===== config.mk =====
export PLATFORM = sky130hd
export DESIGN_NAME = cache_line_fill
export DESIGN_NICKNAME = d
export VERILOG_FILES = /design/src/rtl/cache_line_fill.sv
export SDC_FILE = /design/constraint.sdc
export NUM_CORES = 1
export LEC_CHECK = 0
export ABC_AREA = 1
export CORE_ASPECT_RATIO = 1.1
export CORE_MARGIN = 2
export CORE_UTILIZATION = 47
export CTS_CLUSTER_DIAMETER = 80
export DETAILED_ROUTE_END_ITERATION = 16
export HOLD_SLACK_MARGIN = 0.1
export PLACE_DENSITY = 0.79
export REMOVE_ABC_BUFFERS = 1
export SLEW_MARGIN = 20
export SYNTH_ARGS = -nofsm -noshare
export SYNTH_HDL_FRONTEND = slang
export SYNTH_SLANG_ARGS = --single-unit

===== constraint.sdc =====
create_clock -name clk -period 1.9 [get_ports clk]
set_input_delay 0.38 -clock clk [delete_from_list [all_inputs] [get_ports clk]]
set_output_delay 0.38 -clock clk [all_outputs]
set_load 0.02 [all_outputs]

===== src/rtl/cache_line_fill.sv =====
// cache_line_fill: per-cache miss handler that issues one burst read and assembles a full line
//
// Accepts one line miss from the cache and issues a single burst read to one arbiter read port.
// Returned words are packed into a line buffer, and the finished line is then held for the cache.
//
// Ports
//   clk, rst_l                  clock; asynchronous active-low reset
//   miss_valid/miss_addr        miss request from the cache (word address)
//   miss_ready                  high only while idle
//   line_valid/line_addr        assembled line and its line-aligned base address
//   line_data/line_err          line words (word k at [32k+31:32k]) and short/late flag
//   line_ready                  cache consumes the line
//   readReq/addr/transSize      burst read request to the arbiter
//   readValid/readData          returned words from the arbiter
//   doneRead                    burst-complete pulse from the arbiter
//
// Optional feature: define FILL_TIMEOUT_EN to add a watchdog. If doneRead has not arrived after
// TIMEOUT_CYC cycles in REQ, the watchdog ends the burst and flags line_err.
module cache_line_fill #(
    parameter int LINE_WORDS  = 8,
    parameter int ADDR_W      = 25,
    parameter int MAX_TRANS   = 64,
    parameter int TIMEOUT_CYC = 1024,
    localparam int TS_W       = $clog2(MAX_TRANS)
) (
    input  logic                     clk,
    input  logic                     rst_l,
    input  logic                     miss_valid,
    input  logic [ADDR_W-1:0]        miss_addr,
    output logic                     miss_ready,
    output logic                     line_valid,
    output logic [ADDR_W-1:0]        line_addr,
    output logic [LINE_WORDS*32-1:0] line_data,
    output logic                     line_err,
    input  logic                     line_ready,
    output logic                     readReq,
    output logic [ADDR_W-1:0]        addr,
    output logic [TS_W-1:0]          transSize,
    input  logic                     readValid,
    input  logic [31:0]              readData,
    input  logic                     doneRead
);
    localparam int IW = $clog2(LINE_WORDS);
    localparam int CW = IW + 1;
    localparam logic [ADDR_W-1:0] LINE_MASK = ADDR_W'(LINE_WORDS - 1);
    localparam logic [CW-1:0] FULL = CW'(LINE_WORDS);

    if (LINE_WORDS < 2 || LINE_WORDS > 32 || LINE_WORDS >= MAX_TRANS || TIMEOUT_CYC < 1) begin : g_bad_cfg
        $error("cache_line_fill: illegal parameter combination");
    end

    typedef enum logic [1:0] {IDLE, REQ, OUT} state_t;

    state_t                          state_q, state_d;
    logic [ADDR_W-1:0]               base_q, base_d;
    logic [CW-1:0]                   cnt_q, cnt_d;
    logic                            err_q, err_d;
    logic [LINE_WORDS-1:0][31:0]     data_q, data_d;
    logic                            tmo_hit;

`ifdef FILL_TIMEOUT_EN
    localparam int TW = $clog2(TIMEOUT_CYC + 1);
    logic [TW-1:0] tmo_q, tmo_d;
    // Counter is zero outside REQ, so it is cleared on every entry into REQ.
    assign tmo_hit = (state_q == REQ) && (tmo_q == TW'(TIMEOUT_CYC - 1));
    always_comb tmo_d = (state_q == REQ) ? tmo_q + 1'b1 : '0;
    always_ff @(posedge clk or negedge rst_l) begin
        if (!rst_l) tmo_q <= '0;
        else        tmo_q <= tmo_d;
    end
`else
    assign tmo_hit = 1'b0;
`endif

    always_comb begin
        state_d = state_q;
        base_d  = base_q;
        cnt_d   = cnt_q;
        err_d   = err_q;
        data_d  = data_q;
        case (state_q)
            IDLE: begin
                if (miss_valid) begin
                    base_d  = miss_addr & ~LINE_MASK;
                    cnt_d   = '0;
                    err_d   = 1'b0;
                    data_d  = '0;
                    state_d = REQ;
                end
            end
            REQ: begin
                // Surplus words beyond a full line are dropped and flagged.
                if (readValid) begin
                    if (cnt_q < FULL) begin
                        data_d[cnt_q[IW-1:0]] = readData;
                        cnt_d = cnt_q + 1'b1;
                    end else begin
                        err_d = 1'b1;
                    end
                end
                // A word arriving with doneRead is counted before the short-line test.
                if (doneRead) begin
                    state_d = OUT;
                    if (cnt_d < FULL) err_d = 1'b1;
                end else if (tmo_hit) begin
                    state_d = OUT;
                    err_d   = 1'b1;
                end
            end
            OUT: begin
                if (line_ready) state_d = IDLE;
            end
            default: state_d = IDLE;
        endcase
    end

    always_ff @(posedge clk or negedge rst_l) begin
        if (!rst_l) begin
            state_q <= IDLE;
            base_q  <= '0;
            cnt_q   <= '0;
            err_q   <= 1'b0;
            data_q  <= '0;
        end else begin
            state_q <= state_d;
            base_q  <= base_d;
            cnt_q   <= cnt_d;
            err_q   <= err_d;
            data_q  <= data_d;
        end
    end

    assign miss_ready = (state_q == IDLE);
    assign readReq    = (state_q == REQ);
    assign addr       = readReq ? base_q : '0;
    assign transSize  = readReq ? TS_W'(LINE_WORDS) : '0;
    assign line_valid = (state_q == OUT);
    assign line_addr  = base_q;
    assign line_data  = data_q;
    assign line_err   = err_q;
endmodule


==> flow_summary.yaml <==
sta:
  worst_slew_pin_slew_ns: 0.607
  skew_ns: 0.00883
  relSlewSlack: 0.594
  period_minus_slack_ns: 1.98
  drv_slew: 0
  fmax_mhz: 504
  rsz0062_at_grt: "yes"
  setup_viol: 18
  timing.hold.ws_ns: 0.337
  setup_slack_ns: -0.0847
  period_share: 1.04
  finalHoldViolations: 0
layout:
  diodes: 0
  areaGrowthSynthToFinish_pct: 43.2
  multi_input_area_um2: 4120
  nNetsFinal: 1823
  drive_gt1_frac: 0.111
  final-seq-area_um2: 7130
  fill_cells: 2009
  fin_util: 0.685
synth:
  synth_cells: 1374
  netlist_top_cells_area: "dfrtp_1 (59%), nand2_1 (16%), nand3_1 (11%), buf_6 (3.3%), inv_1 (2.1%)"
  synth-seq-cells: 285
  synth_top_area_cell: "dfrtp_1"
  syn_avg_cell_area_um2: 8.82
  synth.distinct_cells: 21
  netlist.area_leader.share: 0.589
  yosysSeqAreaShare: 0.589
  syn_area_um2: 12100
  yosysWarnings: 0
detailed_routing:
  routed_wl_mm: 40.1
  dr.pass1.iters: 5
  drtIter0Drc: 761
  num_vias: 11100
  routedWlPerCell_um: 18.9
  route.detailed.drc: 0
  viasPerCell: 5.24
  postRouteAntennaNets: 0
clock_network:
  clock_path_buffers: 3
  clkTransAtPathRegs_ns: 0.06
  clock_latency_ns: 0.55
  root_buffer: "clkbuf_16"
  cts_sinks: 285
  cts_tree: "yes"
  htreeDepth: 1
  cts_buffers: 29
global_routing:
  antenna_found_initial: 0
  grt-ovfl-total: 0
  grt_max_degree: 65
  grtUsageTotal: 0.291
  grt_pass1_wl_mm: 61.0
  grt_pass1_vias: 11100
pwr:
  clkPwrFrac: 0.225
  p_sw_frac: 0.417
  power_mw: 24.2
  seq_power_share: 0.310
  pwr-share-comb: 0.465
  p_leak_nw: 11.0
  irDropWorstVdd_mv: 1.15
  p_per_area_nw_per_um2: 1400
  p_switching_mw: 10.1
  intPower_mw: 14.1
placement:
  io_buffers: 364
  hpwl_mm: 27.5
  place_congestion: 0.842
outcome:
  violations: "setup timing"
  status: "finished, violations left"
worst_setup_path:
  cp_slowest_stage_delay_ns: 0.42
  cp_cell_sequence: "inv_4, nand2_8, buf_6, nor2_2, buf_6"
  cp.required_ns: 1.52
  r2r-end: "line_data[18]"
  cp_data_arrival_time_ns: 1.60
  worstPathMaxFanout: 8
  crit_slowest_cell: "dfrtp_1"
  crit_type: "reg2out"
  path_common_cell: "buf_6"
  r2r_slack_ns: 0.09
  cp-endpoint: "addr[17]"
  rr_startpoint: "state_q[1]"
  cp-startpoint: "state_q[1]"
  worstSetupEndpointType: "primary output"
  r2r_cells: 8
  cp-start-kind: "register"
die:
  core_um2: 25300
  dieArea_um2: 27100
  die_y_um: 172
  start_util: 0.478
  boundaryPins: 379
  rows: 61
  die_w_um: 157
hold_path:
  min_path_type: "in2async"
job:
  cap_violations: 0
## power groups by stage
stage	Combinational, mW	Clock, mW	Sequential [mW]
detailed placement	11.4	0	7.61
global placement	11.2	0	7.59
finish	11.2	5.46	7.51
global route	12.0	5.76	7.60
floorplan	3.69	0	8.56
CTS	10.8	5.52	7.49
## cells in the mapped netlist
| master | n |
|---|---|
| inv_2 | 1 |
| nor2_2 | 21 |
| o31ai_1 | 1 |
| o21ai_0 | 7 |
| conb_1 | 1 |
| inv_1 | 68 |
| clkbuf_1 | 27 |
| nand2_2 | 1 |
| buf_6 | 35 |
| xor2_1 | 1 |
| nand3_1 | 264 |
| nand2_4 | 7 |
| a21oi_1 | 22 |
| ha_1 | 1 |
| buf_4 | 29 |
| dfrtp_1 | 285 |
| nand2_1 | 532 |
| buf_12 | 1 |
| buf_2 | 9 |
| nor2_1 | 60 |
| o21bai_1 | 1 |
## flip-flops by register name (all words and copies together), names as in the netlist
| register | count |
|---|---|
| line_addr | 22 |
| cnt_q | 4 |
| state_q | 2 |
| line_data | 256 |
| line_err | 1 |
## per-stage QoR
step | setup WS [ns] | setup TNS (ns) | instance area, um2 | instances
2_1_floorplan | -2.55 | -548.58 | 11400 | 1283
3_3_place_gp | -0.00553 | -0.0248 | 16500 | 2069
3_5_place_dp | -0.0424 | -0.653 | 16500 | 2069
4_1_cts | -0.0899 | -0.967 | 17000 | 2118
5_1_grt | -0.109 | -1.47 | 17400 | 2122
6_report | -0.0847 | -0.828 | 17400 | 2122
## critical path, delay by kind of cell (launching register included)
kind                   cells  cell delay [ns]
AND/OR/NAND/NOR            2             0.21
flip-flops                 1             0.42
buffers and inverters      3             0.42
## layout by cell type, fill, tap and decap left out, drive strengths merged
cell | netlist | final
o31ai | 1 | 1
nor2 | 81 | 81
o21ai | 7 | 7
inv | 69 | 71
a21oi | 22 | 22
clkbuf | 27 | 43
buf | 74 | 106
clkdlybuf4s50 | 0 | 58
dfrtp | 285 | 285
bufinv | 0 | 1
dlygate4sd3 | 0 | 1
xor2 | 1 | 1
ha | 1 | 1
nand2 | 540 | 541
conb | 1 | 11
dlymetal6s2s | 0 | 53
clkinv | 0 | 1
nand3 | 264 | 264
o21bai | 1 | 1
dlygate4sd2 | 0 | 226
clkinvlp | 0 | 1
## how the worst min path moves through the flow
stage / depth (start not counted) / end / slack, ns / startpoint
after CTS: 2 / line_data[96] / 0.34 / rst_l
after floorplan: 0 / cnt_q[0] / 0.08 / rst_l
after global placement: 1 / line_data[96] / 0.31 / rst_l
final: 2 / line_data[96] / 0.34 / rst_l
after detailed placement: 1 / line_data[96] / 0.31 / rst_l
after global routing: 2 / line_data[96] / 0.36 / rst_l
## cell type report
class,count,area share
well taps,346,0.0249
clock buffers,43,0.0477
flip-flops and latches,285,0.411
multi-input cells,930,0.237
repair buffers,444,0.261
inverters,69,0.0151
clock inverters,5,0.00346
## cells by family (layout without fill, tap and decap cells)
kind of cell	after synthesis	count (layout)	synth area share
simple gates	885	886	0.310
xor+xnor	1	1	0.000723
fa+ha+maj	1	1	0.00103
flops	285	285	0.589
buf+inv	170	561	0.0856
compound gates	31	31	0.0132
other cells	1	11	0.000310
## layer usage
| metal | routed length [um] | global-route usage | vias up |
|---|---|---|---|
| met3 | 3700 | 0.0657 | 122 |
| met1 | 15200 | 0.366 | 5327 |
| met4 | 1810 | 0.125 | 0 |
| met5 | 0 | 0 | - |
| met2 | 19400 | 0.488 | 594 |
| li1 | - | - | 5085 |
## timing repair
action                                  in CTS  in global routing
endpoints found under the setup margin     252                 84
gates resized for setup                    351                100
buffers inserted                             0                  3
pin swaps                                    0                  2
hold endpoints to repair                    69                  0
cloned                                       0                  1
hold buffers                                 1                  0
Note: power is estimated with default switching activity, not from simulation.
==> RTL change 1: new RTL, same settings <==
The option `FILL_TIMEOUT_EN` is turned on by a define.
--- a/src/rtl/cache_line_fill.sv
+++ b/src/rtl/cache_line_fill.sv
@@ -16,6 +16,8 @@
 //
 // Optional feature: define FILL_TIMEOUT_EN to add a watchdog. If doneRead has not arrived after
 // TIMEOUT_CYC cycles in REQ, the watchdog ends the burst and flags line_err.
+`define FILL_TIMEOUT_EN
+
 module cache_line_fill #(
     parameter int LINE_WORDS  = 8,
     parameter int ADDR_W      = 25,
Check against the original RTL: not settled (the Yosys comparison gave no result); the edit may change what the design does.
==> RTL change 1 against the unedited design <==
- the flow still finishes with violations (negative setup slack)
- wire length increased by 14%
- final area increased by 6.2%
- total power increased by 8.9%
- count of clock-buffer cells in the layout decreased by 1
- sequential share of layout area decreased by 0.93 points
- setup slack got worse by 0.070 ns
- clock power increased by 5.9%
- sequential cell count increased by 11
- area after synthesis increased by 4.2%
==> RTL change 1: results (changes against the unedited design) <==
postRouteWirelength_mm: 45.9  # +14%
grt_max_degree: 130  # +100%
drt_iter0_drc: 1138  # +50%
tightest_slew_ns: 0.543  # -0.0641 ns
drive_above_1_share: 0.123  # +0.0121
reg2reg_slack_ns: -0.02  # -0.11 ns
crit_family: "flip-flops"
synthAdderAreaFrac: 0.00198  # +0.000950
ys_seq_area_frac: 0.587  # -0.00177
violations: "negative setup slack"
synth_mux_area_frac: 0  # unchanged
synthCells: 1422  # +3.5%
htreeDepth: 1  # unchanged
dp.cells: 2070  # +0.048%
cp_slowest_cell: "dfrtp_1"
nets: 1839  # +0.88%
cp_max_fo: 5  # -3
synth_cell_types: 26  # +24%
vias_per_cell: 5.75  # +9.6%
cts-buffers-inserted: 30  # +3.4%
hold_path_class: "primary input to asynchronous set/reset pin"
vdd_ir_drop_max_mv: 1.16  # +1.0%
synthXorXnorAreaFrac: 0.00139  # +0.000665
setup_viol: 36  # +18
status: "finished, violations left"
cts-root-buf: "clkbuf_16"
synth_compound_area_frac: 0.0195  # +0.00631
routedWlPerCell_um: 21.3  # +13%
netlist_top_cells_count: "nand2_1, dfrtp_1, nand4_1"
grt_pass1_wl_mm: 68.0  # +11%
n_antenna_cell: 0  # unchanged
setup_slack_ns: -0.155  # -0.0700 ns
fill_cells: 1997  # -0.60%
fin_worst_skew_ns: 0.00647  # -0.00235 ns
setup_tns_ns: -2.48  # -1.65 ns
largest_reg_flops: 256  # unchanged
crit_path_frequent_cell: "buf_4"
slowest_delay_ns: 0.41
hpwl_mm: 29.0  # +5.5%
io_buffers: 364  # unchanged
ys_warn_count: 0  # unchanged
gp_congestion: 0.844  # +0.33%
async_flop_share: 1.00  # unchanged
multi_input_area_sq_mm: 0.00456  # +11%
synth_ff_type: "dfrtp_1"
track_usage: 0.307  # +0.0151
finalHoldWorstSlack_ns: 0.304  # -0.0326 ns
arrival_ns: 1.67  # +0.07 ns
dp_slack_ns: -0.0765  # -0.0341 ns
leakage_nw: 10.9  # -1.3%
insertion_delay_ns: 0.55  # about the same
grt_pass1_vias: 11800  # +6.1%
post_dp_cell_area_sq_mm: 0.0172  # +4.5%
antenna_found_initial: 0  # unchanged
synthTopCellsByArea: "dfrtp_1, nand2_1, nand4_1"
drt_pass1_iterations: 5  # unchanged
clockBufferDepth: 3  # unchanged
[RTL change 1: metal layers]
metal / GRT usage / vias to the layer above / part of all wire
li1: - / 5450 / -
met1: 0.395 / 5929 / 0.37
met2: 0.509 / 838 / 0.47
met3: 0.0675 / 134 / 0.11
met4: 0.120 / 0 / 0.046
met5: 0 / - / 0
[RTL change 1: logic make-up (layout without fill, tap and decap cells)]
family / count (synthesis) / after routing
flops: 296 / 296
xor+xnor: 2 / 2
compound gates: 48 / 48
buf+inv: 200 / 565
other cells: 1 / 11
simple gates: 873 / 873
fa+ha+maj: 2 / 2
[RTL change 1: repair_timing]
| item | CTS | global route |
|---|---|---|
| hold buffers | 1 | 0 |
| buffers inserted | 8 | 7 |
| gates cloned | 1 | 9 |
| resized for setup | 396 | 66 |
| setup endpoints to repair | 488 | 285 |
| pin swaps | 2 | 4 |
| hold endpoints to repair | 147 | 0 |
[RTL change 1: power breakdown]
group,internal [mW],switching [mW]
clock network,3.31,2.47
logic,4.61,8.07
registers,7.28,0.629
total,15.2,11.2
[RTL change 1: final cells by class]
| cell class | instances | area share |
|---|---|---|
| inverter | 40 | 0.00855 |
| timing repair inverter | 1 | 0.000339 |
| sequential | 296 | 0.402 |
| timing repair buffer | 469 | 0.265 |
| multi-input combinational | 936 | 0.248 |
| clock buffer | 42 | 0.0470 |
| clock inverter | 13 | 0.00563 |
| tap | 352 | 0.0239 |
[RTL change 1: worst paths after layout]
kind                       cells after the start        endpoint           from
min in group clk                               3   line_addr[15]  miss_addr[15]
min reg2reg                                    1        tmo_q[0]       tmo_q[0]
max in group asynchronous                      3  line_data[162]          rst_l
max                                            5        addr[24]     state_q[1]
min                                            2    line_data[3]          rst_l
max reg2reg                                   11   line_data[52]     state_q[1]
==> RTL change 2: new RTL, config.mk and constraints unchanged <==
Made on the original files. `data_q` no longer has a reset.
--- a/src/rtl/cache_line_fill.sv
+++ b/src/rtl/cache_line_fill.sv
@@ -120,14 +120,16 @@
             base_q  <= '0;
             cnt_q   <= '0;
             err_q   <= 1'b0;
-            data_q  <= '0;
         end else begin
             state_q <= state_d;
             base_q  <= base_d;
             cnt_q   <= cnt_d;
             err_q   <= err_d;
-            data_q  <= data_d;
         end
+    end
+
+    always_ff @(posedge clk) begin
+        data_q <= data_d;
     end
 
     assign miss_ready = (state_q == IDLE);
Check against the original RTL: not settled (the Yosys comparison gave no result); the edit may change what the design does.
==> RTL change 2 against the unedited design <==
- total power rose by 45%
- via count fell by 1.9%
- setup slack improved by 0.10 ns
- critical path depth did not move
- sequential cell count did not move
- final area rose by 4.4%
- sequential share of layout area rose by 5.3 points
- fmax rose by 5.5%
- utilization fell by 1.7 points
- area after synthesis rose by 7.7%
- wire length fell by 2.5%
==> RTL change 2: results (changes against the unedited design) <==
clk_pin_slew_ns: 0.06  # about the same
timing.rr.start: "state_q[1]"
dp.cells: 1972  # -4.7%
drive_above_1_share: 0.0899  # -0.0210
arrival_ns: 1.50  # -0.10 ns
track_usage: 0.260  # -0.0318
grt_pass1_wl_mm: 58.5  # -4.2%
gp_congestion: 0.771  # -8.3%
grt_pass1_vias: 10500  # -5.6%
ys_seq_area_frac: 0.645  # +0.0563
post_dp_cell_area_sq_mm: 0.0172  # +4.5%
grt_max_degree: 123  # +89%
via_count: 10900  # -1.9%
reg2reg_slack_ns: 0.10
n_antenna_cell: 0  # unchanged
synth-edff-count: 256  # +256
clockBufferDepth: 3  # unchanged
cts-buffers-inserted: 29  # unchanged
cts-root-buf: "clkbuf_16"
vias_per_cell: 5.39  # +2.7%
io_buffers: 364  # unchanged
synth_cell_types: 27  # +29%
antenna_found_initial: 0  # unchanged
insertion_delay_ns: 0.53  # -0.02 ns
leakage_nw: 8.25  # -25%
htreeDepth: 1  # unchanged
async_flop_share: 0.102  # -0.898
ys_warn_count: 0  # unchanged
vdd_ir_drop_max_mv: 0.986  # -14%
hold_path_class: "primary input to asynchronous set/reset pin"
crit_end: "addr[6]"
startpoint_type: "flop"
synthCells: 1291  # -6.0%
nets: 1714  # -6.0%
drt_iter0_drc: 1025  # +35%
status: "complete, no violations"
worstRegToRegCells: 7  # -1
drt_pass1_iterations: 5  # unchanged
cp_max_fo: 15  # +7
finalHoldWorstSlack_ns: 0.243  # -0.0935 ns
tightest_slew_ns: 0.794  # +0.187 ns
postRouteWirelength_mm: 39.1  # -2.5%
dp_slack_ns: 0.00481  # +0.0472 ns
hpwl_mm: 26.1  # -5.0%
synthTopCellsByArea: "edfxtp_1, o21ai_0, a21oi_1"
r2r-end: "line_data[57]"
largest_reg_flops: 256  # unchanged
fin_worst_skew_ns: 0.0104  # +0.00153 ns
netlist_top_cells_count: "edfxtp_1, nor2_1, o21ai_0"
-- RTL change 2: cell types whose count changed after synthesis, moves of 141 or more --
cell      before  now
nand2_1      532   63
dfrtp_1      285   29
edfxtp_1       0  256
nand3_1      264   33
o21ai_0        7  179
nor2_1        60  216
a21oi_1       22  163
-- RTL change 2: layout make-up --
type                    count  area (sq um)
flip-flops and latches    285          8410
well taps                 357           447
inverters                 162           623
fillers                  2097          9000
clock buffers              36           752
multi-input cells         753          3520
clock inverters            14           170
repair buffers            419          4190
-- RTL change 2: what timing repair did --
item	4_1_cts	5_1_grt
resized for setup	316	102
setup buffers	2	2
cloned	0	0
endpoints found under the setup margin	222	96
-- RTL change 2: cell families after synthesis --
| group | Yosys count | share of synthesized area |
|---|---|---|
| and+or+nand+nor | 324 | 0.101 |
| other | 1 | 0.000288 |
| adders and majority gates | 1 | 0.000959 |
| AOI/OAI and AO/OA | 416 | 0.160 |
| buffers and inverters | 263 | 0.0918 |
| DFF | 285 | 0.645 |
| xor gates and xnor gates | 1 | 0.000672 |
-- RTL change 2: worst max-delay path, stage by stage, from the launching register on --
cell	delay, ns
dfrtp_1	0.39
inv_2	0.08
nand2_4	0.10
buf_12	0.17
nor2_1	0.09
buf_4	0.15
-- RTL change 2: power breakdown --
| part | internal, mW | switching (mW) | total [mW] |
|---|---|---|---|
| Sequential | 11.1 | 1.83 | 12.9 |
| Combinational | 5.99 | 10.6 | 16.6 |
| Clock | 3.33 | 2.32 | 5.65 |
| Total | 20.4 | 14.8 | 35.2 |
-- RTL change 2: layer usage --
metal,wire (um),track usage,vias to the layer above
met3,4040,0.0599,62
met4,1010,0.0782,0
met5,0,0,-
li1,-,-,5078
met2,19800,0.463,630
met1,14300,0.315,5146
